--- src/rtl/i2c_rx_if.sv ---
// Host strobes and observed I2C bus lines for the receive-side monitor i2c_rx.
// master: the side that drives the bus and start strobes. slave: the i2c_rx block.
interface i2c_rx_if;
    logic       start_i;
    logic       rxread_i;
    logic       scl_i;
    logic       sda_i;
    logic       sda_sel_i;
    logic [7:0] rdata_o;
    logic [2:0] ack_o;
    logic       nack_o;
    logic       done_o;
    logic       busy_o;

    modport master (
        output start_i, rxread_i, scl_i, sda_i, sda_sel_i,
        input  rdata_o, ack_o, nack_o, done_o, busy_o
    );

    modport slave (
        input  start_i, rxread_i, scl_i, sda_i, sda_sel_i,
        output rdata_o, ack_o, nack_o, done_o, busy_o
    );
endinterface

--- src/rtl/i2c_rx.sv ---
// I2C receive monitor: captures slave ACK bits and the read byte behind the master transmitter.
// Optional watchdog enabled by defining RX_TIMEOUT_EN (adds timeout_o).
module i2c_rx #(
    parameter int SAMPLE_DLY  = 30,
    parameter int TIMEOUT_CYC = 4000
) (
    input  logic clk_i,
    input  logic rst_i,
`ifdef RX_TIMEOUT_EN
    output logic timeout_o,
`endif
    i2c_rx_if.slave bus
);
    localparam int CNT_W = $clog2(SAMPLE_DLY + 2);
    localparam logic [CNT_W-1:0] DLY_C = CNT_W'(SAMPLE_DLY);
`ifdef RX_TIMEOUT_EN
    localparam int WD_W = $clog2(TIMEOUT_CYC + 2);
    localparam logic [WD_W-1:0] TO_C = WD_W'(TIMEOUT_CYC);
`endif

    typedef enum logic [1:0] {ST_IDLE, ST_WAIT_RISE, ST_SAMPLE, ST_DONE} state_t;

    state_t           state_q, state_d;
    logic             scl_s1_q, scl_s2_q, scl_prev_q;
    logic             sda_s1_q, sda_s2_q;
    logic             rd_mode_q, rd_mode_d;
    logic [3:0]       bitn_q, bitn_d;
    logic [CNT_W-1:0] cnt_q, cnt_d;
    logic [2:0]       acc_q, acc_d;
    logic [7:0]       shift_q, shift_d;
    logic [7:0]       rdata_q, rdata_d;
    logic [2:0]       ack_q, ack_d;
    logic             nack_q, nack_d;
    logic             done_q, done_d;
    logic             busy_q, busy_d;
`ifdef RX_TIMEOUT_EN
    logic [WD_W-1:0]  wdog_q, wdog_d;
    logic             timeout_q, timeout_d;
`endif

    logic       scl_rise;
    logic       owned;
    logic       end_hit;
    logic [2:0] acc_nx;
    logic [7:0] shift_nx;

    // Synchronisers idle at 1 so a released bus never looks like an edge after reset.
    always_ff @(posedge clk_i or posedge rst_i) begin
        if (rst_i) begin
            scl_s1_q   <= 1'b1;
            scl_s2_q   <= 1'b1;
            scl_prev_q <= 1'b1;
            sda_s1_q   <= 1'b1;
            sda_s2_q   <= 1'b1;
        end else begin
            scl_s1_q   <= bus.scl_i;
            scl_s2_q   <= scl_s1_q;
            scl_prev_q <= scl_s2_q;
            sda_s1_q   <= bus.sda_i;
            sda_s2_q   <= sda_s1_q;
        end
    end

    always_comb begin
        state_d   = state_q;
        rd_mode_d = rd_mode_q;
        bitn_d    = bitn_q;
        cnt_d     = cnt_q;
        acc_d     = acc_q;
        shift_d   = shift_q;
        rdata_d   = rdata_q;
        ack_d     = ack_q;
        nack_d    = nack_q;
        done_d    = 1'b0;
        busy_d    = busy_q;
        end_hit   = 1'b0;
        acc_nx    = acc_q;
        shift_nx  = shift_q;
        scl_rise  = scl_s2_q & ~scl_prev_q;
        owned     = (state_q == ST_SAMPLE) && scl_s2_q && (cnt_q == DLY_C) && bus.sda_sel_i;
`ifdef RX_TIMEOUT_EN
        wdog_d    = wdog_q;
        timeout_d = 1'b0;
`endif
        case (state_q)
            ST_IDLE: begin
                if (bus.start_i) begin
                    rd_mode_d = bus.rxread_i;
                    bitn_d    = 4'd0;
                    acc_d     = 3'b000;
                    shift_d   = 8'h00;
                    busy_d    = 1'b1;
                    state_d   = ST_WAIT_RISE;
`ifdef RX_TIMEOUT_EN
                    wdog_d    = '0;
`endif
                end
            end
            ST_WAIT_RISE: begin
                if (scl_rise) begin
                    cnt_d   = '0;
                    state_d = ST_SAMPLE;
                end
            end
            ST_SAMPLE: begin
                if (!scl_s2_q) begin
                    // SCL fell before the sample point: treat the pulse as a glitch.
                    state_d = ST_WAIT_RISE;
                end else if (cnt_q == DLY_C) begin
                    state_d = ST_WAIT_RISE;
                    if (owned) begin
                        if (bitn_q < 4'd3) acc_nx[bitn_q[1:0]] = ~sda_s2_q;
                        else if (rd_mode_q) shift_nx = {shift_q[6:0], sda_s2_q};
                        acc_d   = acc_nx;
                        shift_d = shift_nx;
                        bitn_d  = bitn_q + 4'd1;
                        end_hit = rd_mode_q ? (bitn_q == 4'd10) : (bitn_q == 4'd2);
                    end
                    if (end_hit) begin
                        state_d = ST_DONE;
                        done_d  = 1'b1;
                        ack_d   = acc_nx;
                        nack_d  = ~&acc_nx;
                        if (rd_mode_q) rdata_d = shift_nx;
                    end
                end else begin
                    cnt_d = cnt_q + 1'b1;
                end
            end
            ST_DONE: begin
                busy_d  = 1'b0;
                state_d = ST_IDLE;
            end
            default: state_d = ST_IDLE;
        endcase
`ifdef RX_TIMEOUT_EN
        // Watchdog runs only while waiting on the slave; an owned sample restarts it.
        if (state_q == ST_WAIT_RISE || state_q == ST_SAMPLE) begin
            if (owned) begin
                wdog_d = '0;
            end else if (wdog_q == TO_C) begin
                state_d   = ST_DONE;
                done_d    = 1'b1;
                timeout_d = 1'b1;
                nack_d    = 1'b1;
                ack_d     = acc_q;
            end else begin
                wdog_d = wdog_q + 1'b1;
            end
        end
`endif
    end

    always_ff @(posedge clk_i or posedge rst_i) begin
        if (rst_i) begin
            state_q   <= ST_IDLE;
            rd_mode_q <= 1'b0;
            bitn_q    <= 4'd0;
            cnt_q     <= '0;
            acc_q     <= 3'b000;
            shift_q   <= 8'h00;
            rdata_q   <= 8'h00;
            ack_q     <= 3'b000;
            nack_q    <= 1'b0;
            done_q    <= 1'b0;
            busy_q    <= 1'b0;
`ifdef RX_TIMEOUT_EN
            wdog_q    <= '0;
            timeout_q <= 1'b0;
`endif
        end else begin
            state_q   <= state_d;
            rd_mode_q <= rd_mode_d;
            bitn_q    <= bitn_d;
            cnt_q     <= cnt_d;
            acc_q     <= acc_d;
            shift_q   <= shift_d;
            rdata_q   <= rdata_d;
            ack_q     <= ack_d;
            nack_q    <= nack_d;
            done_q    <= done_d;
            busy_q    <= busy_d;
`ifdef RX_TIMEOUT_EN
            wdog_q    <= wdog_d;
            timeout_q <= timeout_d;
`endif
        end
    end

    assign bus.rdata_o = rdata_q;
    assign bus.ack_o   = ack_q;
    assign bus.nack_o  = nack_q;
    assign bus.done_o  = done_q;
    assign bus.busy_o  = busy_q;
`ifdef RX_TIMEOUT_EN
    assign timeout_o   = timeout_q;
`endif
endmodule

--- src/flat_wrapper.sv ---
// flat-port wrapper written by rule: the top's interface ports become plain ports
module i2c_rx_flat 
#(
    parameter int SAMPLE_DLY  = 30,
    parameter int TIMEOUT_CYC = 4000
)
  (clk_i, rst_i, bus_start_i, bus_rxread_i, bus_scl_i, bus_sda_i, bus_sda_sel_i, bus_rdata_o, bus_ack_o, bus_nack_o, bus_done_o, bus_busy_o);
  i2c_rx_if bus_i ();
  input  logic clk_i;
  input  logic rst_i;
  input wire logic [$bits(bus_i.start_i)-1:0] bus_start_i;
  input wire logic [$bits(bus_i.rxread_i)-1:0] bus_rxread_i;
  input wire logic [$bits(bus_i.scl_i)-1:0] bus_scl_i;
  input wire logic [$bits(bus_i.sda_i)-1:0] bus_sda_i;
  input wire logic [$bits(bus_i.sda_sel_i)-1:0] bus_sda_sel_i;
  output wire logic [$bits(bus_i.rdata_o)-1:0] bus_rdata_o;
  output wire logic [$bits(bus_i.ack_o)-1:0] bus_ack_o;
  output wire logic [$bits(bus_i.nack_o)-1:0] bus_nack_o;
  output wire logic [$bits(bus_i.done_o)-1:0] bus_done_o;
  output wire logic [$bits(bus_i.busy_o)-1:0] bus_busy_o;
  assign bus_i.start_i = bus_start_i;
  assign bus_i.rxread_i = bus_rxread_i;
  assign bus_i.scl_i = bus_scl_i;
  assign bus_i.sda_i = bus_sda_i;
  assign bus_i.sda_sel_i = bus_sda_sel_i;
  assign bus_rdata_o = bus_i.rdata_o;
  assign bus_ack_o = bus_i.ack_o;
  assign bus_nack_o = bus_i.nack_o;
  assign bus_done_o = bus_i.done_o;
  assign bus_busy_o = bus_i.busy_o;
  i2c_rx #(.SAMPLE_DLY(SAMPLE_DLY), .TIMEOUT_CYC(TIMEOUT_CYC)) u_core (.clk_i(clk_i), .rst_i(rst_i), .bus(bus_i));
endmodule
--- config.mk ---
export PLATFORM = sky130hd
export DESIGN_NAME = i2c_rx_flat
export DESIGN_NICKNAME = d
export VERILOG_FILES = /design/src/rtl/i2c_rx_if.sv /design/src/rtl/i2c_rx.sv /design/src/flat_wrapper.sv
export SDC_FILE = /design/constraint.sdc
export NUM_CORES = 1
export LEC_CHECK = 0
export CAP_MARGIN = 20
export CORE_AREA = 10 10 75 77
export CTS_CLUSTER_DIAMETER = 150
export DETAILED_ROUTE_END_ITERATION = 8
export DIE_AREA = 0 0 85 87
export PLACE_DENSITY = 0.69
export SYNTH_ARGS = -nofsm -noshare
export SYNTH_HDL_FRONTEND = slang
export SYNTH_SLANG_ARGS = --single-unit
--- constraint.sdc ---
create_clock -name clk_i -period 3.45 [get_ports clk_i]
set_input_delay 0.69 -clock clk_i [delete_from_list [all_inputs] [get_ports clk_i]]
set_output_delay 0.69 -clock clk_i [all_outputs]
set_load 0.01 [all_outputs]
==> impl_metrics.csv, run 1 <==
group,metric,value,unit
run_status,status,"completed",
placed_design,placed_cell_area,2260,um^2
synthesis,ys_seq_area_share,51.6,%
pwr,ir_worst_vdd,269,uV
pwr,p_per_area,463,nW/um^2
pwr,p_sw_share,27.2,%
floorplanning,dieWidth,85,um
sta,maxSlewViolCount,0,
sta,fmax,402,MHz
global_routing,gr-total-overflow,0,
sta,finalClockSkew,9.39,ps
pwr,internal-power,798,uW
clock_network,cts_made_buffers,5,
floorplanning,coreArea,4230,um^2
sta,worst_pin_slew,731,ps
synthesis,synth_edf_count,0,
sta,hold_viol_final,0,
floorplanning,pin_count,21,
floorplanning,initial_core_util,47.2,%
synthesis,async_flop_share,100,%
placed_design,routabilityCongestion,0.911,
pwr,combPwrFrac,13.8,%
worst_setup_path,crit_arrival,2670,ps
placed_design,dpl.hpwl,3.02,mm
sta,period_share,72.2,%
floorplanning,rows,24,
route,first_iter_violations,115,
clock_network,htreeDepth,2,
finish,final_core_util,55.9,%
finish,drive_gt1_share,12.9,%
route,drt-total-wl,4.09,mm
finish,seq_area,1030,um^2
floorplanning,dieArea,7400,um^2
global_routing,grt_pass1_wl,7.08,mm
clock_network,ctsHoldBuffers,0,
sta,setup_viol_count_final,0,
route,drcViolationCount,0,
clock_network,path_clk_slew,70,ps
pwr,power.switching,299,uW
route,vias_per_cell,5.63,
clock_network,clock-root-buffer,"clkbuf_8",
clock_network,cts.sinks,41,
synthesis,ys_ff_latch,41,
worst_setup_path,critPathBufInv,1,
synthesis,synthFlopType,"dfrtp_1",
clock_network,tritoncts,"built",
synthesis,ys_types,51,
clock_network,clk_path_buf_depth,2,
worst_setup_path,critPathCaptureType,"flop",
finish,multiInputGateArea,895,um^2
sta,period_minus_slack,2490,ps
finish,fin_cells,262,
sta,rsz0062_at_grt,"false",
worst_setup_path,critical_path_class,"input pin to flop",
synthesis,netlist_instances,185,
worst_setup_path,path_delay_family,"simple AND/OR/NAND/NOR gates",
global_routing,grt_pass1_vias,1424,
finish,antenna_cells,0,
clock_network,cts_setup_buffers,0,
global_routing,antenna_found_initial,0,
worst_setup_path,cp-start-kind,"input pin",
pwr,power,1.10,mW
route,dr.pass1.iters,5,
finish,areaGrowthSynthToFinish,18.4,%
worst_setup_path,cp_slowest_stage_delay,600,ps
sta,hold_ws,359,ps
route,m1WireLength,2.02,mm
finish,nNetsFinal,222,
clock_network,insertion_delay,300,ps
sta,fin_tns_setup,0,ps
synthesis,postSynthAreaPerCell,10.8,um^2
hold_path,min_path_type,"flop to flop",
pwr,seqPwrFrac,52.0,%
global_routing,grt_max_degree,42,
route,num_vias,1474,
placed_design,place_ws,671,ps
synthesis,ys_warn_count,0,
finish,fillerInstances,380,
placed_design,place_inst,254,
route,dr_wl_met3,207,um
pwr,pwr-share-clk,34.1,%
global_routing,groute.usage.overall,11.7,%
finish,design_area,2370,um^2
worst_setup_path,slowest_stage,"clkdlybuf4s50_1",
clock_network,cts_resized,0,
route,detail-route-antenna-nets,0,
pwr,leakage,1.07,nW
floorplanning,die_y,87,um
placed_design,port_buffers,20,
sta,fin_ws,961,ps
worst_setup_path,required,3630,ps
route,top_layer,"met4",
worst_setup_path,path_cells,"clkdlybuf4s50_1 > or4b_4 > or4_4 > mux2i_1 > mux2_1",
synthesis,syn_area,2000,um^2
worst_setup_path,path_max_fanout,8,
route,wl_met2,1.79,mm
sta,slew_headroom,50.9,%
route,wl_per_cell,15.6,um
synthesis,synth.net_count,198,
flow_run,drv_cap,0,
cell usage after synthesis (2+ instances only):
master / n / area [um^2]
a21o_1: 2 / 15.0
nor4_1: 2 / 12.5
o31ai_1: 3 / 22.5
a21oi_1: 11 / 55.1
mux2_2: 4 / 45.0
xor2_1: 3 / 26.3
mux2i_1: 3 / 30.0
inv_1: 14 / 52.6
o21ai_0: 5 / 25.0
o211ai_1: 2 / 15.0
clkbuf_1: 4 / 15.0
or4_1: 2 / 15.0
a22o_1: 7 / 61.3
nor3b_1: 2 / 15.0
dfrtp_1: 36 / 901
dfstp_2: 5 / 131
ha_1: 6 / 75.1
nand3b_1: 5 / 37.5
nor2b_1: 2 / 12.5
nor3_1: 3 / 15.0
nand2b_1: 2 / 12.5
nor2_1: 15 / 56.3
nand2_1: 7 / 26.3
nand3_1: 13 / 65.1
cell type report:
class	instances	area share [%]
Timing Repair Buffer	22	9.09
Sequential cell	41	43.6
Clock buffer	6	3.07
Tap cell	52	2.75
Inverter	14	2.22
Clock inverter	2	1.48
Multi-Input combinational cell	125	37.8
logic make-up after synthesis:
family / count (synthesis) / synth area share [%]
flops: 41 / 51.6
mux: 8 / 4.32
buf+inv: 19 / 3.63
simple gates: 66 / 20.1
fa+ha+maj: 6 / 3.75
xor+xnor: 3 / 1.31
compound gates: 42 / 15.2
registers in the layout, indices dropped and copies added, names as in the netlist:
register,flops
u_core.bus.rdata_o,8
u_core.shift_q,7
u_core.cnt_q,5
u_core.bitn_q,4
u_core.acc_q,3
u_core.bus.ack_o,3
u_core.state_q,2
u_core.bus.busy_o,1
u_core.bus.done_o,1
u_core.bus.nack_o,1
u_core.rd_mode_q,1
u_core.scl_prev_q,1
u_core.scl_s1_q,1
u_core.scl_s2_q,1
u_core.sda_s1_q,1
u_core.sda_s2_q,1
power groups by stage:
stage	clock (mW)	sequential [mW]	combinational [mW]
floorplan	0	0.550	0.129
global route	0.404	0.578	0.173
global placement	0	0.577	0.150
finish	0.374	0.570	0.152
detailed placement	0	0.578	0.153
CTS	0.383	0.569	0.153
worst reg2reg max path, cell delays in order (launching register included):
cell and delay (ps):
dfrtp_1 430, ha_1 270, or4b_4 510, or4_4 450, mux2i_1 130, mux2_1 280
routing by layer:
metal	track usage (%)	vias to the layer above
met1	15.7	716
met3	4.49	8
li1	-	720
met5	0	-
met2	16.3	30
met4	4.64	0
layout by cell type (no fill, tap or decap), types with 2 or more instances in the layout:
master,n
o31ai_1,3
nand2b_1,2
nand3_1,13
clkdlybuf4s50_1,20
o211ai_1,2
a21oi_1,11
clkbuf_8,5
a22o_1,7
ha_1,6
nor2_1,15
inv_1,14
dfstp_2,5
buf_4,2
xor2_1,3
mux2i_1,3
nand3b_1,5
nor3b_1,2
o21ai_0,5
nor2b_1,2
a21o_1,2
mux2_2,4
or4_1,2
nand2_1,7
nor4_1,2
nor3_1,3
dfrtp_1,36
path summary, 6_finish.rpt:
kind                                        from                  end  slack (ps)  cells after the start
worst max-delay path               bus_sda_sel_i  u_core.bus.ack_o[0]         960                      5
worst min-delay path             u_core.scl_s1_q      u_core.scl_s2_q         360                      0
worst max register to register  u_core.bitn_q[0]  u_core.bus.ack_o[0]        1260                      5
worst min register to register   u_core.scl_s1_q      u_core.scl_s2_q         360                      0
max in group asynchronous                  rst_i      u_core.scl_s2_q        2270                      3
min in group asynchronous                  rst_i    u_core.shift_q[0]         820                      3
No activity file was read; power rests on OpenSTA's default activity.
==> run 2: changes to the inputs <==
PLACE_DENSITY = 0.72   (was 0.69)
clock period = 2.2 ns   (was 3.45 ns; I/O delays follow)
==> impl_metrics.csv, run 2 (same netlist as run 1, synthesis figures left out) <==
group,metric,value,unit
worst_setup_path,cp-start-kind,"flop",
finish,multiInputGateArea,901,um^2
route,drcViolationCount,0,
route,first_iter_violations,131,
pwr,seqPwrFrac,48.1,%
finish,antenna_cells,0,
sta,slew_headroom,65.9,%
route,dr_wl_met3,233,um
route,m1WireLength,2.00,mm
pwr,p_per_area,726,nW/um^2
route,drt-total-wl,4.21,mm
route,wl_met2,1.91,mm
sta,period_share,95.9,%
sta,fmax,474,MHz
pwr,pwr-share-clk,35.0,%
placed_design,routabilityCongestion,0.746,
floorplanning,pin_count,21,
clock_network,insertion_delay,300,ps
worst_setup_path,crit_arrival,2300,ps
placed_design,dpl.hpwl,2.92,mm
route,num_vias,1538,
floorplanning,initial_core_util,47.2,%
placed_design,port_buffers,20,
global_routing,grt_pass1_vias,1530,
worst_setup_path,critical_path_class,"flop to flop",
global_routing,gr-total-overflow,0,
floorplanning,dieWidth,85,um
pwr,power,1.80,mW
finish,fillerInstances,366,
sta,maxSlewViolCount,0,
flow_run,drv_cap,0,
finish,final_core_util,58.6,%
sta,fin_tns_setup,0,ps
clock_network,htreeDepth,2,
hold_path,min_path_type,"flop to flop",
clock_network,clk_path_buf_depth,2,
sta,finalClockSkew,6.56,ps
global_routing,groute.usage.overall,11.7,%
finish,drive_gt1_share,18.4,%
route,detail-route-antenna-nets,0,
sta,hold_viol_final,0,
clock_network,tritoncts,"built",
pwr,ir_worst_vdd,496,uV
finish,areaGrowthSynthToFinish,24.0,%
route,dr.pass1.iters,4,
placed_design,placed_cell_area,2360,um^2
pwr,power.switching,493,uW
finish,layout_commonest_cell,"dfrtp_1",
worst_setup_path,path_max_fanout,4,
finish,design_area,2480,um^2
sta,rsz0062_at_grt,"false",
clock_network,cts_made_buffers,5,
worst_setup_path,required,2390,ps
finish,final_cell_mix,"36 x dfrtp_1, 20 x clkdlybuf4s50_1, 15 x nor2_1, 15 x buf_4, 14 x inv_1",
run_status,status,"completed",
route,vias_per_cell,5.59,
pwr,internal-power,1.31,mW
route,wl_per_cell,15.3,um
worst_setup_path,reg2reg_slack,90,ps
finish,seq_area,1030,um^2
sta,period_minus_slack,2110,ps
pwr,p_sw_share,27.4,%
pwr,leakage,1.14,nW
pwr,combPwrFrac,17.0,%
worst_setup_path,critPathCaptureType,"flop",
floorplanning,dieArea,7400,um^2
global_routing,grt_pass1_wl,7.09,mm
floorplanning,rows,24,
clock_network,cts.sinks,41,
finish,nNetsFinal,235,
global_routing,grt_max_degree,42,
clock_network,ctsHoldBuffers,0,
global_routing,antenna_found_initial,0,
floorplanning,coreArea,4230,um^2
clock_network,path_clk_slew,80,ps
route,top_layer,"met4",
clock_network,clock-root-buffer,"clkbuf_8",
floorplanning,die_y,87,um
sta,setup_viol_count_final,0,
sta,worst_pin_slew,511,ps
finish,largest_reg_flops,8,
run 2: metal layers:
layer  global-route usage (%)  vias up
met5                        0        -
met4                     5.84        0
met3                     3.84        8
met2                     17.6       36
met1                     14.7      744
li1                         -      750
run 2: what timing repair did:
action                                  4_1_cts  5_1_grt
setup buffers                                 0        0
resized for setup                             0        1
endpoints found under the setup margin        0        1
run 2: worst paths after layout:
check,end,cells after the start,startpoint
max in group asynchronous,u_core.scl_s1_q,3,rst_i
min reg2reg,u_core.scl_s2_q,0,u_core.scl_s1_q
max reg2reg,u_core.bus.ack_o[0],5,u_core.bitn_q[0]
min in group asynchronous,u_core.bus.ack_o[0],3,rst_i
min,u_core.scl_s2_q,0,u_core.scl_s1_q
max,u_core.bus.ack_o[0],5,u_core.bitn_q[0]
run 2: critical path, stage by stage, from the launching register on:
cell and delay, ps:
dfrtp_1 390, ha_1 240, or4b_4 510, or4_4 460, mux2i_1 130, mux2_1 270
run 2: cell type report:
class / count / area share, %
Timing Repair Buffer: 35 / 12.6
Clock inverter: 1 / 1.21
Inverter: 14 / 2.12
Multi-Input combinational cell: 125 / 36.3
Clock buffer: 7 / 3.48
Sequential cell: 41 / 41.6
Tap cell: 52 / 2.62
run 2: per-stage QoR:
stage / worst slack (ps) / std cells / hold slack [ps]
detailed placement: -187 / 267 / 347
finish: 90.5 / 275 / 358
global route: 30.6 / 275 / 362
floorplan: 123 / 185 / 345
global placement: -193 / 267 / 345
CTS: 87.8 / 275 / 358
run 2: power by group through the flow:
stage | combinational, mW | clock [mW] | sequential (mW)
final | 0.305 | 0.630 | 0.866
after floorplan | 0.202 | 0 | 0.863
after global placement | 0.297 | 0 | 0.873
after CTS | 0.305 | 0.645 | 0.863
after global routing | 0.342 | 0.679 | 0.874
after detailed placement | 0.304 | 0 | 0.877
==> run 3: changes to the inputs <==
HOLD_SLACK_MARGIN = 0.03   (was not set)
PLACE_DENSITY = not set   (was 0.72)
PLACE_DENSITY_LB_ADDON = 0.08   (was not set)
SKIP_LAST_GASP = 1   (was not set)
==> impl_metrics.csv, run 3 (same netlist as run 1, synthesis figures left out) <==
group,metric,value,unit
flow_run,drv_cap,0,
finish,largest_reg_flops,8,
clock_network,htreeDepth,2,
floorplanning,initial_core_util,47.2,%
finish,nNetsFinal,237,
global_routing,antenna_found_initial,0,
worst_setup_path,reg2regPathDepth,5,
clock_network,cts_made_buffers,5,
finish,areaGrowthSynthToFinish,23.8,%
floorplanning,rows,24,
route,wl_per_cell,15.0,um
finish,antenna_cells,0,
sta,period_minus_slack,2110,ps
placed_design,routabilityCongestion,0.827,
worst_setup_path,path_cells,"clkdlybuf4s50_1 > or4b_4 > or4_4 > mux2i_1 > mux2_1",
global_routing,gr-total-overflow,0,
clock_network,clk_path_buf_depth,2,
route,drt-total-wl,4.16,mm
global_routing,grt_pass1_wl,7.18,mm
pwr,leakage,1.14,nW
clock_network,path_clk_slew,80,ps
route,num_vias,1535,
sta,fin_tns_setup,0,ps
placed_design,place_inst,269,
worst_setup_path,slowest_stage,"clkdlybuf4s50_1",
sta,maxSlewViolCount,0,
placed_design,port_buffers,20,
route,first_iter_violations,113,
sta,setup_viol_count_final,0,
floorplanning,dieArea,7400,um^2
pwr,power,1.70,mW
sta,worst_pin_slew,503,ps
route,vias_per_cell,5.54,
floorplanning,coreArea,4230,um^2
sta,hold_viol_final,0,
finish,fin_cells,277,
clock_network,tritoncts,"built",
floorplanning,pin_count,21,
finish,drive_gt1_share,19.6,%
sta,slew_headroom,66.5,%
worst_setup_path,critical_path_class,"input pin to flop",
hold_path,hold_path_depth,0,
clock_network,cts_setup_buffers,0,
worst_setup_path,path_max_fanout,3,
placed_design,dpl.hpwl,3.10,mm
worst_setup_path,required,2380,ps
clock_network,clock-root-buffer,"clkbuf_8",
worst_setup_path,critPathBufInv,1,
clock_network,insertion_delay,290,ps
worst_setup_path,path_delay_family,"simple AND/OR/NAND/NOR gates",
worst_setup_path,crit_arrival,2290,ps
finish,final_cell_mix,"36 x dfrtp_1, 20 x clkdlybuf4s50_1, 17 x buf_4",
floorplanning,die_y,87,um
floorplanning,dieWidth,85,um
sta,finalClockSkew,7.09,ps
worst_setup_path,cp_slowest_stage_delay,470,ps
worst_setup_path,crit_cells,5,
worst_setup_path,critPathCaptureType,"flop",
worst_setup_path,cp-start-kind,"input pin",
hold_path,min_path_type,"flop to flop",
route,dr.pass1.iters,4,
route,drcViolationCount,0,
sta,rsz0062_at_grt,"false",
global_routing,grt_pass1_vias,1589,
route,detail-route-antenna-nets,0,
finish,layout_commonest_cell,"dfrtp_1",
run_status,status,"completed",
global_routing,groute.usage.overall,11.7,%
global_routing,grt_max_degree,42,
clock_network,cts.sinks,41,
sta,fmax,474,MHz
pwr,p_per_area,689,nW/um^2
sta,period_share,95.9,%
pwr,ir_worst_vdd,346,uV
==> run 3: cell count changes in the layout (fill, tap and decap cells not counted), sizes merged <==
| cell | change |
|---|---|
| buf | +2 |
| bufinv | -1 |
| clkinv | +1 |
==> run 3: worst paths after layout <==
check / from / endpoint / slack [ps]
worst max register to register: u_core.bitn_q[0] / u_core.bus.ack_o[0] / 90
worst min register to register: u_core.scl_s1_q / u_core.scl_s2_q / 360
max in group asynchronous: rst_i / u_core.scl_s1_q / 1270
worst min-delay path: u_core.scl_s1_q / u_core.scl_s2_q / 360
worst max-delay path: bus_sda_sel_i / u_core.bus.ack_o[0] / 90
min in group asynchronous: rst_i / u_core.bus.nack_o / 570
==> run 3: worst reg2reg max path, cell delays in order, from the launching register on <==
cell and delay [ps]:
dfrtp_1 390, ha_2 210, or4b_4 500, or4_4 460
mux2i_1 150, mux2_1 290
==> run 3: report_power, final <==
part	switching, mW	internal, mW	total (mW)
sequential	0.0595	0.806	0.865
combinational	0.167	0.134	0.300
clock	0.256	0.284	0.539
total	0.482	1.22	1.70
==> run 3: per-layer routing <==
layer	GRT usage [%]	vias up	wire [um]
met1	14.4	748	1970
met2	18.9	28	1960
li1	-	754	-
met3	3.28	5	176
met5	0	-	0
met4	4.49	0	53
==> run 3: per-stage QoR <==
step | setup WS (ps) | utilization (%) | hold WS [ps] | instance area (um^2)
6_report | 90.7 | 58.5 | 358 | 2480
5_1_grt | 13.2 | 58.5 | 364 | 2480
4_1_cts | 43.7 | 58.4 | 362 | 2470
3_5_place_dp | -234 | 56.0 | 350 | 2370
3_3_place_gp | -167 | 56.0 | 346 | 2370
2_1_floorplan | 123 | - | 345 | 2000
==> run 3: final cells by class <==
class	instances	area (um^2)
Multi-Input combinational cell	125	897
Timing Repair Buffer	37	328
Inverter	14	52.6
Fill cell	375	1760
Sequential cell	41	1030
Tap cell	52	65.1
Clock buffer	7	96.3
Clock inverter	1	5.00
==> run 3: repair_timing <==
| action | in CTS | in global routing |
|---|---|---|
| setup endpoints to repair | 0 | 1 |
| gates resized for setup | 0 | 1 |
| hold buffers | 0 | 0 |
